==> src/rtl/text_pkg.sv <==
// Shared constants and types for the text-mode pixel pipeline.
package text_pkg;

    localparam int CHAR_W    = 8;
    localparam int CHAR_H    = 8;
    localparam int FONT_AD_W = 11;
    localparam int TEXT_AD_W = 13;
    localparam int PIPE_LAT  = 4;

    typedef logic [2:0] rgb_t;

endpackage

==> src/rtl/text_renderer_pipe_delay.sv <==
// N-stage, W-bit shift register with a synchronous reset value; one shared carry line per signal.
module pipe_delay #(
    parameter int           N       = 4,
    parameter int           W       = 1,
    parameter logic [W-1:0] RST_VAL = '0
) (
    input  logic         clk,
    input  logic         reset,
    input  logic [W-1:0] d_i,
    output logic [W-1:0] q_o
);

    logic [W-1:0] stage_q [N];

    // NOTE: sequential state uses non-blocking assignments so every stage samples the pre-edge value of its predecessor.
    always_ff @(posedge clk) begin
        if (reset) begin
            for (int i = 0; i < N; i++) stage_q[i] <= RST_VAL;
        end else begin
            stage_q[0] <= d_i;
            for (int i = 1; i < N; i++) stage_q[i] <= stage_q[i-1];
        end
    end

    assign q_o = stage_q[N-1];

endmodule

==> src/rtl/text_renderer.sv <==
// Text-mode pixel generator: cell address -> text RAM -> font ROM -> serialised pixel,
// with a blinking cursor and sync/blank delayed to stay aligned with rgb.
module text_renderer
    import text_pkg::*;
#(
    parameter int         COLS       = 80,
    parameter int         ROWS       = 60,
    parameter logic [2:0] FG         = 3'b111,
    parameter logic [2:0] BG         = 3'b000,
    parameter logic       SYNC_IDLE  = 1'b1,
    parameter int         BLINK_LOG2 = 4
) (
    input  logic                 clk,
    input  logic                 reset,
    input  logic [9:0]           x,
    input  logic [9:0]           y,
    input  logic                 de,
    input  logic                 hsync,
    input  logic                 vsync,
    output logic [TEXT_AD_W-1:0] text_ad,
    input  logic [7:0]           char_code,
    output logic [FONT_AD_W-1:0] font_ad,
    input  logic [7:0]           font_dout,
    input  logic                 cursor_en,
    input  logic [6:0]           cursor_col,
    input  logic [5:0]           cursor_row,
    output logic [2:0]           rgb,
    output logic                 de_o,
    output logic                 hsync_o,
    output logic                 vsync_o
);

    if (COLS * ROWS > (1 << TEXT_AD_W)) begin : g_bad_geometry
        $error("text_renderer: COLS*ROWS does not fit the text RAM address");
    end

    // Frame counter: counts vsync rising edges, MSB drives the cursor blink.
    logic                  vsync_q;
    logic [BLINK_LOG2:0]   frame_q, frame_d;
    logic                  blink;

    always_comb begin
        frame_d = frame_q;
        if (vsync && !vsync_q) frame_d = frame_q + {{BLINK_LOG2{1'b0}}, 1'b1};
    end

    always_ff @(posedge clk) begin
        if (reset) begin
            vsync_q <= SYNC_IDLE;
            frame_q <= '0;
        end else begin
            vsync_q <= vsync;
            frame_q <= frame_d;
        end
    end

    assign blink = frame_q[BLINK_LOG2];

    // Stage 1: cell address; cursor and blink are sampled here so both apply to this pixel.
    logic [TEXT_AD_W-1:0] cell_row, cell_col, text_ad_d, text_ad_q;
    logic                 hit_d;

    always_comb begin
        cell_row  = TEXT_AD_W'(y[9:3]);
        cell_col  = TEXT_AD_W'(x[9:3]);
        text_ad_d = de ? (cell_row * TEXT_AD_W'(COLS) + cell_col) : '0;
        hit_d     = cursor_en && blink && (x[9:3] == cursor_col) && (y[9:3] == {1'b0, cursor_row});
    end

    always_ff @(posedge clk) begin
        if (reset) text_ad_q <= '0;
        else       text_ad_q <= text_ad_d;
    end

    assign text_ad = text_ad_q;

    // Carries that keep the glyph coordinates, cursor and timing aligned with the memory reads.
    logic [2:0] col_d3, row_d2;
    logic       de_d3, hit_d3;

    pipe_delay #(.N(3), .W(3), .RST_VAL(3'b000)) u_col_pipe (
        .clk(clk), .reset(reset), .d_i(x[2:0]), .q_o(col_d3)
    );

    pipe_delay #(.N(2), .W(3), .RST_VAL(3'b000)) u_row_pipe (
        .clk(clk), .reset(reset), .d_i(y[2:0]), .q_o(row_d2)
    );

    pipe_delay #(.N(3), .W(1), .RST_VAL(1'b0)) u_de_pipe (
        .clk(clk), .reset(reset), .d_i(de), .q_o(de_d3)
    );

    pipe_delay #(.N(3), .W(1), .RST_VAL(1'b0)) u_hit_pipe (
        .clk(clk), .reset(reset), .d_i(hit_d), .q_o(hit_d3)
    );

    pipe_delay #(.N(PIPE_LAT), .W(1), .RST_VAL(SYNC_IDLE)) u_hsync_pipe (
        .clk(clk), .reset(reset), .d_i(hsync), .q_o(hsync_o)
    );

    pipe_delay #(.N(PIPE_LAT), .W(1), .RST_VAL(SYNC_IDLE)) u_vsync_pipe (
        .clk(clk), .reset(reset), .d_i(vsync), .q_o(vsync_o)
    );

    // Stage 2: glyph row address straight from the RAM data.
    assign font_ad = {char_code, row_d2};

    // Stages 3-4: pick the glyph bit (MSB is leftmost) and register the pixel.
    logic glyph_bit;
    rgb_t rgb_d, rgb_q;
    logic de_q;

    always_comb begin
        glyph_bit = font_dout[3'(CHAR_W - 1) - col_d3];
        rgb_d     = '0;
        if (de_d3) rgb_d = (glyph_bit ^ hit_d3) ? FG : BG;
    end

    always_ff @(posedge clk) begin
        if (reset) begin
            rgb_q <= '0;
            de_q  <= 1'b0;
        end else begin
            rgb_q <= rgb_d;
            de_q  <= de_d3;
        end
    end

    assign rgb  = rgb_q;
    assign de_o = de_q;

endmodule

==> config.mk <==
export PLATFORM = sky130hd
export DESIGN_NAME = text_renderer
export DESIGN_NICKNAME = d
export VERILOG_FILES = /design/src/rtl/text_pkg.sv /design/src/rtl/text_renderer_pipe_delay.sv /design/src/rtl/text_renderer.sv
export SDC_FILE = /design/constraint.sdc
export NUM_CORES = 1
export LEC_CHECK = 0
export BUFFER_PORTS_ARGS = -buffer_cell sky130_fd_sc_hd__clkbuf_2
export CAP_MARGIN = 20
export CORE_ASPECT_RATIO = 0.8
export CORE_MARGIN = 2
export CORE_UTILIZATION = 25
export CTS_CLUSTER_SIZE = 20
export DETAILED_ROUTE_END_ITERATION = 8
export HOLD_SLACK_MARGIN = 0.08
export RECOVER_POWER = 50
export SETUP_SLACK_MARGIN = 0.05
export SLEW_MARGIN = 20
export SYNTH_ARGS = -nofsm -noshare
export SYNTH_HDL_FRONTEND = slang
export SYNTH_SLANG_ARGS = --single-unit
==> constraint.sdc <==
create_clock -name clk -period 3.95 [get_ports clk]
set_clock_uncertainty 0.05 [all_clocks]
set_input_delay 0.395 -clock clk [delete_from_list [all_inputs] [get_ports clk]]
set_output_delay 0.395 -clock clk [all_outputs]
set_load 0.01 [all_outputs]
After elaboration in Yosys (flattened, before gate mapping):

Memories as Yosys holds them, arrays and structs flattened.
Cells that the tools add are included.

* $add $sub $neg: 3
* $mul: 1
* $lt $le $gt $ge: 1
* equal/unequal tests: 2
* multiplexer cells: 25
* bitwise gates (word level): 22
* reduce and logical (&&, ||, !) cells: 7

Operator list (count)
* 1-bit OR: 19
* 1-bit two-way mux: 18
* 3-bit two-way mux: 6
* 13-bit by 7-bit adder with 13-bit output: 1
* 7-bit by 3-bit multiplier with 9-bit output (second input constant): 1
* 7-bit by 6-bit equality test with 1-bit output: 1
* 7-bit equality test: 1
* 5-bit by 1-bit adder with 5-bit output (second input constant): 1
* 1-bit logical AND: 4
* 3-bit by 4-bit less-than comparator with 1-bit output (second input constant): 1
* 2-bit OR reduction: 2
* 1-bit binary-select mux with 3-bit select: 1
* 3-bit subtractor (first input constant): 1
* 1-bit NOT: 2
* 1-bit logical NOT: 1
* 1-bit bitwise XOR: 1

* register bits after elaboration: 23
* memory bits (writable): 29
* input port bits: 55
* output and inout bits: 30
* logic and storage cells: 72
* memories: 6

Memory list
* u_col_pipe.stage_q: depth 3, bits a word 3, read ports 3, clocked after Yosys merged registers in 0, write ports 3, RTL line text_renderer_pipe_delay.sv:13 `logic [W-1:0] stage_q [N];`
* u_row_pipe.stage_q: depth 2, bits a word 3, read ports 2, clocked after Yosys merged registers in 0, write ports 2, RTL line text_renderer_pipe_delay.sv:13
* u_hsync_pipe.stage_q: depth 4, bits a word 1, read ports 4, clocked after Yosys merged registers in 0, write ports 4, RTL line text_renderer_pipe_delay.sv:13
* u_vsync_pipe.stage_q: depth 4, bits a word 1, read ports 4, clocked after Yosys merged registers in 0, write ports 4, RTL line text_renderer_pipe_delay.sv:13
* u_de_pipe.stage_q: depth 3, bits a word 1, read ports 3, clocked after Yosys merged registers in 0, write ports 3, RTL line text_renderer_pipe_delay.sv:13
* u_hit_pipe.stage_q: depth 3, bits a word 1, read ports 3, clocked after Yosys merged registers in 0, write ports 3, RTL line text_renderer_pipe_delay.sv:13

Logic depth before layout (Yosys ltp):

Gate-level depths: netlist (run 1).
An unclocked memory read counts as a cell.

* depth in word-level cells: 6
* mapped depth: 9
* gate-level depth less buffers: 9

Cells and area by module:

Synthesis (run 1) repeated with hierarchy kept, for this count alone.

* cells, all modules: 202
* area, all modules: 2183.3 sq um

By module, submodules not included
* text_renderer: times used 1, cells each 138, area an instance 1376.3 sq um, sequential area each 420.4 sq um
* pipe_delay at u_col_pipe: times used 1, cells each 21, area an instance 259.0 sq um, sequential area each 180.2 sq um
* pipe_delay at u_hsync_pipe ...: times used 2, cells each 8, area an instance 105.1 sq um, sequential area each 80.1 sq um
* pipe_delay at u_row_pipe: times used 1, cells each 15, area an instance 180.2 sq um, sequential area each 120.1 sq um
* pipe_delay at u_de_pipe ...: times used 2, cells each 6, area an instance 78.8 sq um, sequential area each 60.1 sq um

Worst setup path before layout (run 1):

OpenSTA, ideal clock, no wires.

* path type: input -> register
* start point: input port y[4]
* end point: register text_ad_q[12], in the netlist text_ad[12]
* setup time: 118 ps
* arrival time: 1987 ps
* data required time: 3782 ps
* slack: 1795 ps
* stages on the path: 9
* buffers on the path: 0
* cell sequence: ha_1 ha_1 inv_1 fa_1 nand2b_1 a21oi_1 xor2_1 a32o_1 nand2_1

* cells in the longest elaborated chain, start to end: 2

RTL lines
* start, declared: RTL line text_renderer.sv:16 `input logic [9:0] y,`
* 7-bit by 3-bit multiplier with 9-bit output: RTL line text_renderer.sv:66 `text_ad_d = de ? (cell_row * TEXT_AD_W'(COLS) + cell_col) : '0;`
* 13-bit by 7-bit adder with 13-bit output: RTL line text_renderer.sv:66
* end signal, assigned: RTL line text_renderer.sv:72 `else text_ad_q <= text_ad_d;`
* end, declared: RTL line text_renderer.sv:60 `logic [TEXT_AD_W-1:0] cell_row, cell_col, text_ad_d, text_ad_q;`

Every way passes these cells.
A chain may end at the register's enable or synchronous reset.

Final worst setup path (run 1):

* start point: input port reset
* end point: register text_ad_q[12], in the netlist text_ad[12]

* cells in the longest elaborated chain, start to end: 1

RTL lines
* start, declared: RTL line text_renderer.sv:14 `input logic reset,`
* 2-bit OR reduction (no line)

Every way passes these cells.

==> metrics.txt, run 1 <==
CTS tree=built; worst hold path depth=2; cts hold-fix bufs=0; Filler cells=896; CP Class=input pin to flip-flop; Setup crit start kind=input pin; critical path's slowest cell=clkbuf_1; fin area=2630 µm²; root buffer cell=clkbuf_8; Power Dens Cells=390 nW/µm²; number of synthesized flops with an enable pin=0; ant diodes=0; grt total ovfl=0; Syn Nets=274; Multi-input gate area=1030 µm²; FP Rows=30; fmax=460 MHz; Placer Congestion=0.824; via count=1500; register area=1000 µm²; FF-to-FF path depth=4; Antenna Nets Post-Route=0; area of the mapped netlist=2170 µm²; Worst R2R Setup Slack=2.46 ns; Synth warnings=0; Slew Viols, Final=0; dpl ws=1.49 ns; endpoints failing hold=0; post-synthesis cell count=203; reg2reg start=u_col_pipe.stage_q[0][6]$_SDFF_PP0_; main flop type after synthesis=dfxtp_1; Final WS setup=1.78 ns; Via density=4.01; Synth top area share=0.461; CP delay by family, top=buffers and inverters; Die H=87.4 µm; worst vdd ir=0.123 mV; Pre-antenna DRT Iters=3; endpoints failing setup=0; flops & latches, synth=50; vias in the first global route=1449; RSZ-0062 raised after global routing=false; crit path launch=reset; synthesis-to-layout area growth=21.1%; part of the cycle the worst path needs=0.550; register area share after synthesis=0.461; clk_lat worst skew=0.30 ns; WL/cell=11.3 µm; reg2reg end=rgb[1]$_SDFF_PP0_; core region area=8450 µm²; clk buf depth=2; number of max-cap violations=0; synth cell count leaders=dfxtp_1, xnor2_1, nor2b_1; clock transition at the registers of the reported paths=0.09 ns; I/O pin count=85; hold path endpoint=u_hsync_pipe.stage_q[0]$_DFF_P_; Post-CTS Setup Repair Bufs=0; Slew @ Worst Pin=1.31 ns; CTS H-tree depth=2; aggregate negative setup slack=0 ns; Post-DP Area=2530 µm²; DRC=0; gr usage total=0.0915; Max-slew headroom=0.126; CP cell instances=clkbuf_1 -> nand2b_4 -> inv_1 -> o211a_1 -> o2111ai_1 -> nand2_1; Iter 0 DRT Violations=48; syn_area_per_cell=10.7 µm²; status=complete, no violations; Yosys top cell by area=dfxtp_1; final WL=4.21 mm; Worst Path Required=4.09 ns; initial antenna violation count=0; Placed Cells=366; Worst setup EP type=flip-flop; Hold Startpoint=hsync; cts repair resizes=0; Final #Nets=332; worst min path class=input pin to flip-flop; largest net degree at the start of global routing=37; post-layout total power=0.00103 W; CP bufs+invs=2; maximum fanout along the worst path=36; clk sink count=50; Distinct cells, synth=34; Tmin final=2.17 ns; Lkg Pwr=1.18 nW; Crit path largest cell delay=0.93 ns; layout cells sized above 1=0.332; Initial Utilization=0.257; Die X=108 µm; first-pass GRT wire length=6.67 mm; full die area=9450 µm²; Area contributors post-synth=dfxtp_1, xnor2_1, ha_1, nor2b_1, buf_4; I/O Buffers=68; Final Non-Filler Cells=374; HPWL after detailed placement=3.34 mm; Worst Path Arrival=2.31 ns; CTS Buf Count=5; count leader, synth=dfxtp_1; ys async rst share=0
[through the flow]
stage	utilization	hold slack (ns)
after global placement	0.300	0.343
after CTS	0.312	0.215
after floorplan	-	0.339
after global routing	0.311	0.214
final	0.311	0.230
after detailed placement	0.300	0.346
[sequential cells by signal, indices dropped and copies added, names as in the netlist]
register / flops
u_hsync_pipe.stage_q: 4
u_hit_pipe.stage_q: 3
u_de_pipe.stage_q: 3
vsync_q: 1
frame_q: 5
u_row_pipe.stage_q: 6
u_col_pipe.stage_q: 9
de_o: 1
rgb: 1
u_vsync_pipe.stage_q: 4
text_ad: 13
[area by class of cell]
cell class              instances  area share
clock buffers                   6      0.0314
clock inverters                 2     0.00666
inverters                       5     0.00714
multi-input cells             131       0.392
flip-flops and latches         50       0.381
well taps                     112      0.0533
repair buffers                 68       0.128
[report_power, final]
group          internal, W  switching (W)  total [W]
registers         0.000526     0.00000599   0.000532
clock network     0.000144       0.000171   0.000316
logic            0.0000871      0.0000909   0.000178
[worst reg2reg max path: cells and delay by family, from the launching register on]
family | cells | cell delay (ns)
multiplexers | 2 | 0.73
XOR/XNOR | 1 | 0.08
AND/OR/NAND/NOR | 1 | 0.15
flip-flops | 1 | 0.38
[layer usage]
metal / share of wire / routed length [µm] / GRT usage / vias to the layer above
met3: 0.055 / 232 / 0.0269 / 5
li1: - / - / - / 772
met2: 0.44 / 1870 / 0.146 / 41
met1: 0.49 / 2060 / 0.119 / 682
met5: 0 / 0 / 0 / -
met4: 0.0093 / 39 / 0.0291 / 0
[cells in the final DEF, fill, tap and decap left out, drive strengths merged]
cell,Yosys,routed
xor2,5,5
a211o,1,1
nor3b,2,2
nor2b,17,17
nor2,15,15
nand3,1,1
o21a,1,1
mux2i,2,2
nand2b,3,3
xnor2,22,22
mux4,2,2
or4,1,1
a32o,1,1
dfxtp,50,50
a21o,3,3
nand2,3,3
a211oi,1,1
clkinv,0,2
ha,14,14
nor4,2,2
o21ai,1,1
o211ai,1,1
and2,7,7
fa,2,2
and2b,4,4
a21oi,3,3
inv,5,5
o2111ai,1,1
o211a,1,1
or2,9,9
clkbuf,3,74
nand4,6,6
[logic make-up (layout without fill, tap and decap cells)]
| group | count (synthesis) | count (layout) | share of synthesized area |
|---|---|---|---|
| compound gates | 14 | 14 | 0.0495 |
| simple gates | 70 | 70 | 0.188 |
| fa+ha+maj | 16 | 16 | 0.0991 |
| mux | 4 | 4 | 0.0300 |
| xor+xnor | 27 | 27 | 0.109 |
| buf+inv | 22 | 81 | 0.0639 |
| flops | 50 | 50 | 0.461 |
[worst max-delay path by stage]
stage	depth (start not counted)	endpoint	slack, ns
global placement	10	text_ad[12]$_SDFF_PP0_	1.55
CTS	10	text_ad[12]$_SDFF_PP0_	1.81
finish	6	text_ad[12]$_SDFF_PP0_	1.78
floorplan	9	text_ad[12]$_SDFF_PP0_	1.80
detailed placement	10	text_ad[12]$_SDFF_PP0_	1.49
global route	6	text_ad[12]$_SDFF_PP0_	1.48
Note: power is estimated with default switching activity, not from simulation.
==> run 2: changes to the inputs <==
- clock period: 3.95 -> 1.95 ns (I/O delays scaled with it)
==> metrics.txt, run 2 (synthesis gave the netlist of run 1 again) <==
status=complete, no violations (unchanged); Hold Startpoint=cursor_col[6] (was hsync); met2 Track Usage GR=0.153 (was 0.146); Initial Utilization=0.257 (unchanged); layout cells sized above 1=0.369 (was 0.332); Slew @ Worst Pin=1.26 ns (was 1.31 ns); core region area=8450 µm² (unchanged); Antenna Nets Post-Route=0 (unchanged); crit path launch=y[6] (was reset); Worst Path Required=2.11 ns (was 4.09 ns); Final #Nets=357 (was 332); Pre-antenna DRT Iters=4 (was 3); sw power=0.000587 W (was 0.000268 W); commonest cells after routing, fill and taps aside=clkbuf_2, dfxtp_1, xnor2_1, nor2b_1, nor2_1 (unchanged); Slew Viols, Final=0 (unchanged); Power Dens Cells=785 nW/µm² (was 390 nW/µm²); Max-slew headroom=0.157 (was 0.126); CP Class=input pin to flip-flop (unchanged); vias in the first global route=1488 (was 1449); clock transition at the registers of the reported paths=0.09 ns (about the same); Iter 0 DRT Violations=30 (was 48); RSZ-0062 raised after global routing=false (unchanged); commonest non-fill, non-tap cell in the layout=clkbuf_2 (unchanged); Clk network pwr share=0.335 (was 0.308); initial antenna violation count=0 (unchanged); endpoints failing setup=0 (unchanged); first-pass GRT wire length=6.76 mm (was 6.67 mm); endpoints failing hold=0 (unchanged); FP Rows=30 (unchanged); Final Non-Filler Cells=399 (was 374); Placer Congestion=0.766 (was 0.824); part of the cycle the worst path needs=0.929; clk sink count=50 (unchanged); root buffer cell=clkbuf_8 (unchanged); Lkg Pwr=1.32 nW (was 1.18 nW); WL/cell=11.1 µm (was 11.3 µm); Tmin final=1.81 ns; DRC=0 (unchanged); Worst Path Arrival=1.97 ns (was 2.31 ns); I/O Buffers=68 (unchanged); Gate power share=0.192 (was 0.174); gr usage total=0.0943 (was 0.0915); Reg power frac=0.474 (was 0.518); Placed Cells=378 (was 366); clk_lat worst skew=0.31 ns (was 0.30 ns); maximum fanout along the worst path=3 (was 36); full die area=9450 µm² (unchanged); ant diodes=0 (unchanged); Die X=108 µm (unchanged); HPWL after detailed placement=3.40 mm (was 3.34 mm); Die H=87.4 µm (unchanged); grt total ovfl=0 (unchanged); GR Layer Usage met1=0.115 (was 0.119); largest net degree at the start of global routing=36 (was 37); Most Crowded Layer GR=met2 (unchanged); CTS Buf Count=5 (unchanged); fmax=552 MHz; I/O pin count=85 (unchanged); worst min path class=input pin to flip-flop (unchanged); synthesis-to-layout area growth=33.5% (was 21.1%); worst vdd ir=0.288 mV (was 0.123 mV); number of max-cap violations=0 (unchanged); switching share of power=0.258 (was 0.262); Util after Layout=0.343 (was 0.311); Via density=4.03 (was 4.01); max reg flops=13 (unchanged); CTS H-tree depth=2 (unchanged); clk buf depth=2 (unchanged); via count=1608 (was 1500); Worst setup EP type=flip-flop (unchanged); Setup crit start kind=input pin (unchanged); cell internal pwr=0.00169 W (was 0.000757 W); M3 GR Usage=0.0411 (was 0.0269); final WL=4.42 mm (was 4.21 mm); CTS tree=built (unchanged); reg2reg start=u_col_pipe.stage_q[0][6]$_SDFF_PP0_ (unchanged)
run 2: changes by cell type in the layout (fill, tap and decap cells not counted), moves of 2 or more:
cell	before	now
clkinv_4	2	0
xnor2_2	0	2
xnor2_1	22	20
dlygate4sd3_1	0	13
inv_6	0	2
buf_4	0	11
clkbuf_2	66	68
run 2: final timing paths:
kind | endpoint | slack (ns) | cells past startpoint
hold / removal | u_hit_pipe.stage_q[0][0]$_SDFF_PP0_ | 0.15 | 4
hold reg to reg | u_vsync_pipe.stage_q[3]$_DFF_P_ | 0.37 | 1
setup / recovery | text_ad[12]$_SDFF_PP0_ | 0.14 | 10
setup reg to reg | rgb[1]$_SDFF_PP0_ | 0.52 | 4
run 2: stage by stage:
step | setup WS (ns) | power (W) | TNS, ns | instance area, µm² | hold WS (ns)
floorplan | 0.0339 | 0.00136 | 0 | 2180 | 0.249
global placement | -0.157 | 0.00150 | -0.466 | 2630 | 0.331
detailed placement | -0.190 | 0.00150 | -0.584 | 2630 | 0.340
CTS | 0.136 | 0.00229 | 0 | 2870 | 0.145
global route | 0.0201 | 0.00241 | 0 | 2900 | 0.154
finish | 0.138 | 0.00227 | 0 | 2900 | 0.146
run 2: layout make-up:
class / count / area [µm²]
clock inverter: 3 / 47.5
fill: 879 / 5550
clock buffer: 5 / 68.8
inverter: 5 / 18.8
tap: 112 / 140
sequential: 50 / 1000
multi-input combinational: 131 / 1070
timing repair buffer: 93 / 557
run 2: routing by layer:
layer / wire [µm] / share of wire / up-vias
met5: 0 / 0 / -
met4: 42 / 0.0095 / 0
met3: 301 / 0.068 / 5
met2: 2060 / 0.47 / 47
met1: 2010 / 0.46 / 732
li1: - / - / 824
run 2: what timing repair did:
item / CTS / global route
hold buffers: 13 / 0
hold endpoints to repair: 14 / 0
setup endpoints to repair: 0 / 3
resized for setup: 0 / 8
buffers inserted: 0 / 0
run 2: worst max-delay path, cell delays in order:
cell and delay (ns):
clkbuf_2 0.11, ha_1 0.28, ha_2 0.18, inv_1 0.06
fa_2 0.39, nand2b_4 0.16, a21oi_4 0.16, xor2_1 0.20
a32o_1 0.19, nand2_1 0.04
run 2: power groups by stage:
| stage | Clock, W | Sequential (W) | Combinational, W |
|---|---|---|---|
| final | 0.000762 | 0.00108 | 0.000436 |
| after CTS | 0.000786 | 0.00108 | 0.000425 |
| after global placement | 0 | 0.00110 | 0.000399 |
| after detailed placement | 0 | 0.00110 | 0.000403 |
| after global routing | 0.000841 | 0.00108 | 0.000488 |
| after floorplan | 0 | 0.00111 | 0.000247 |
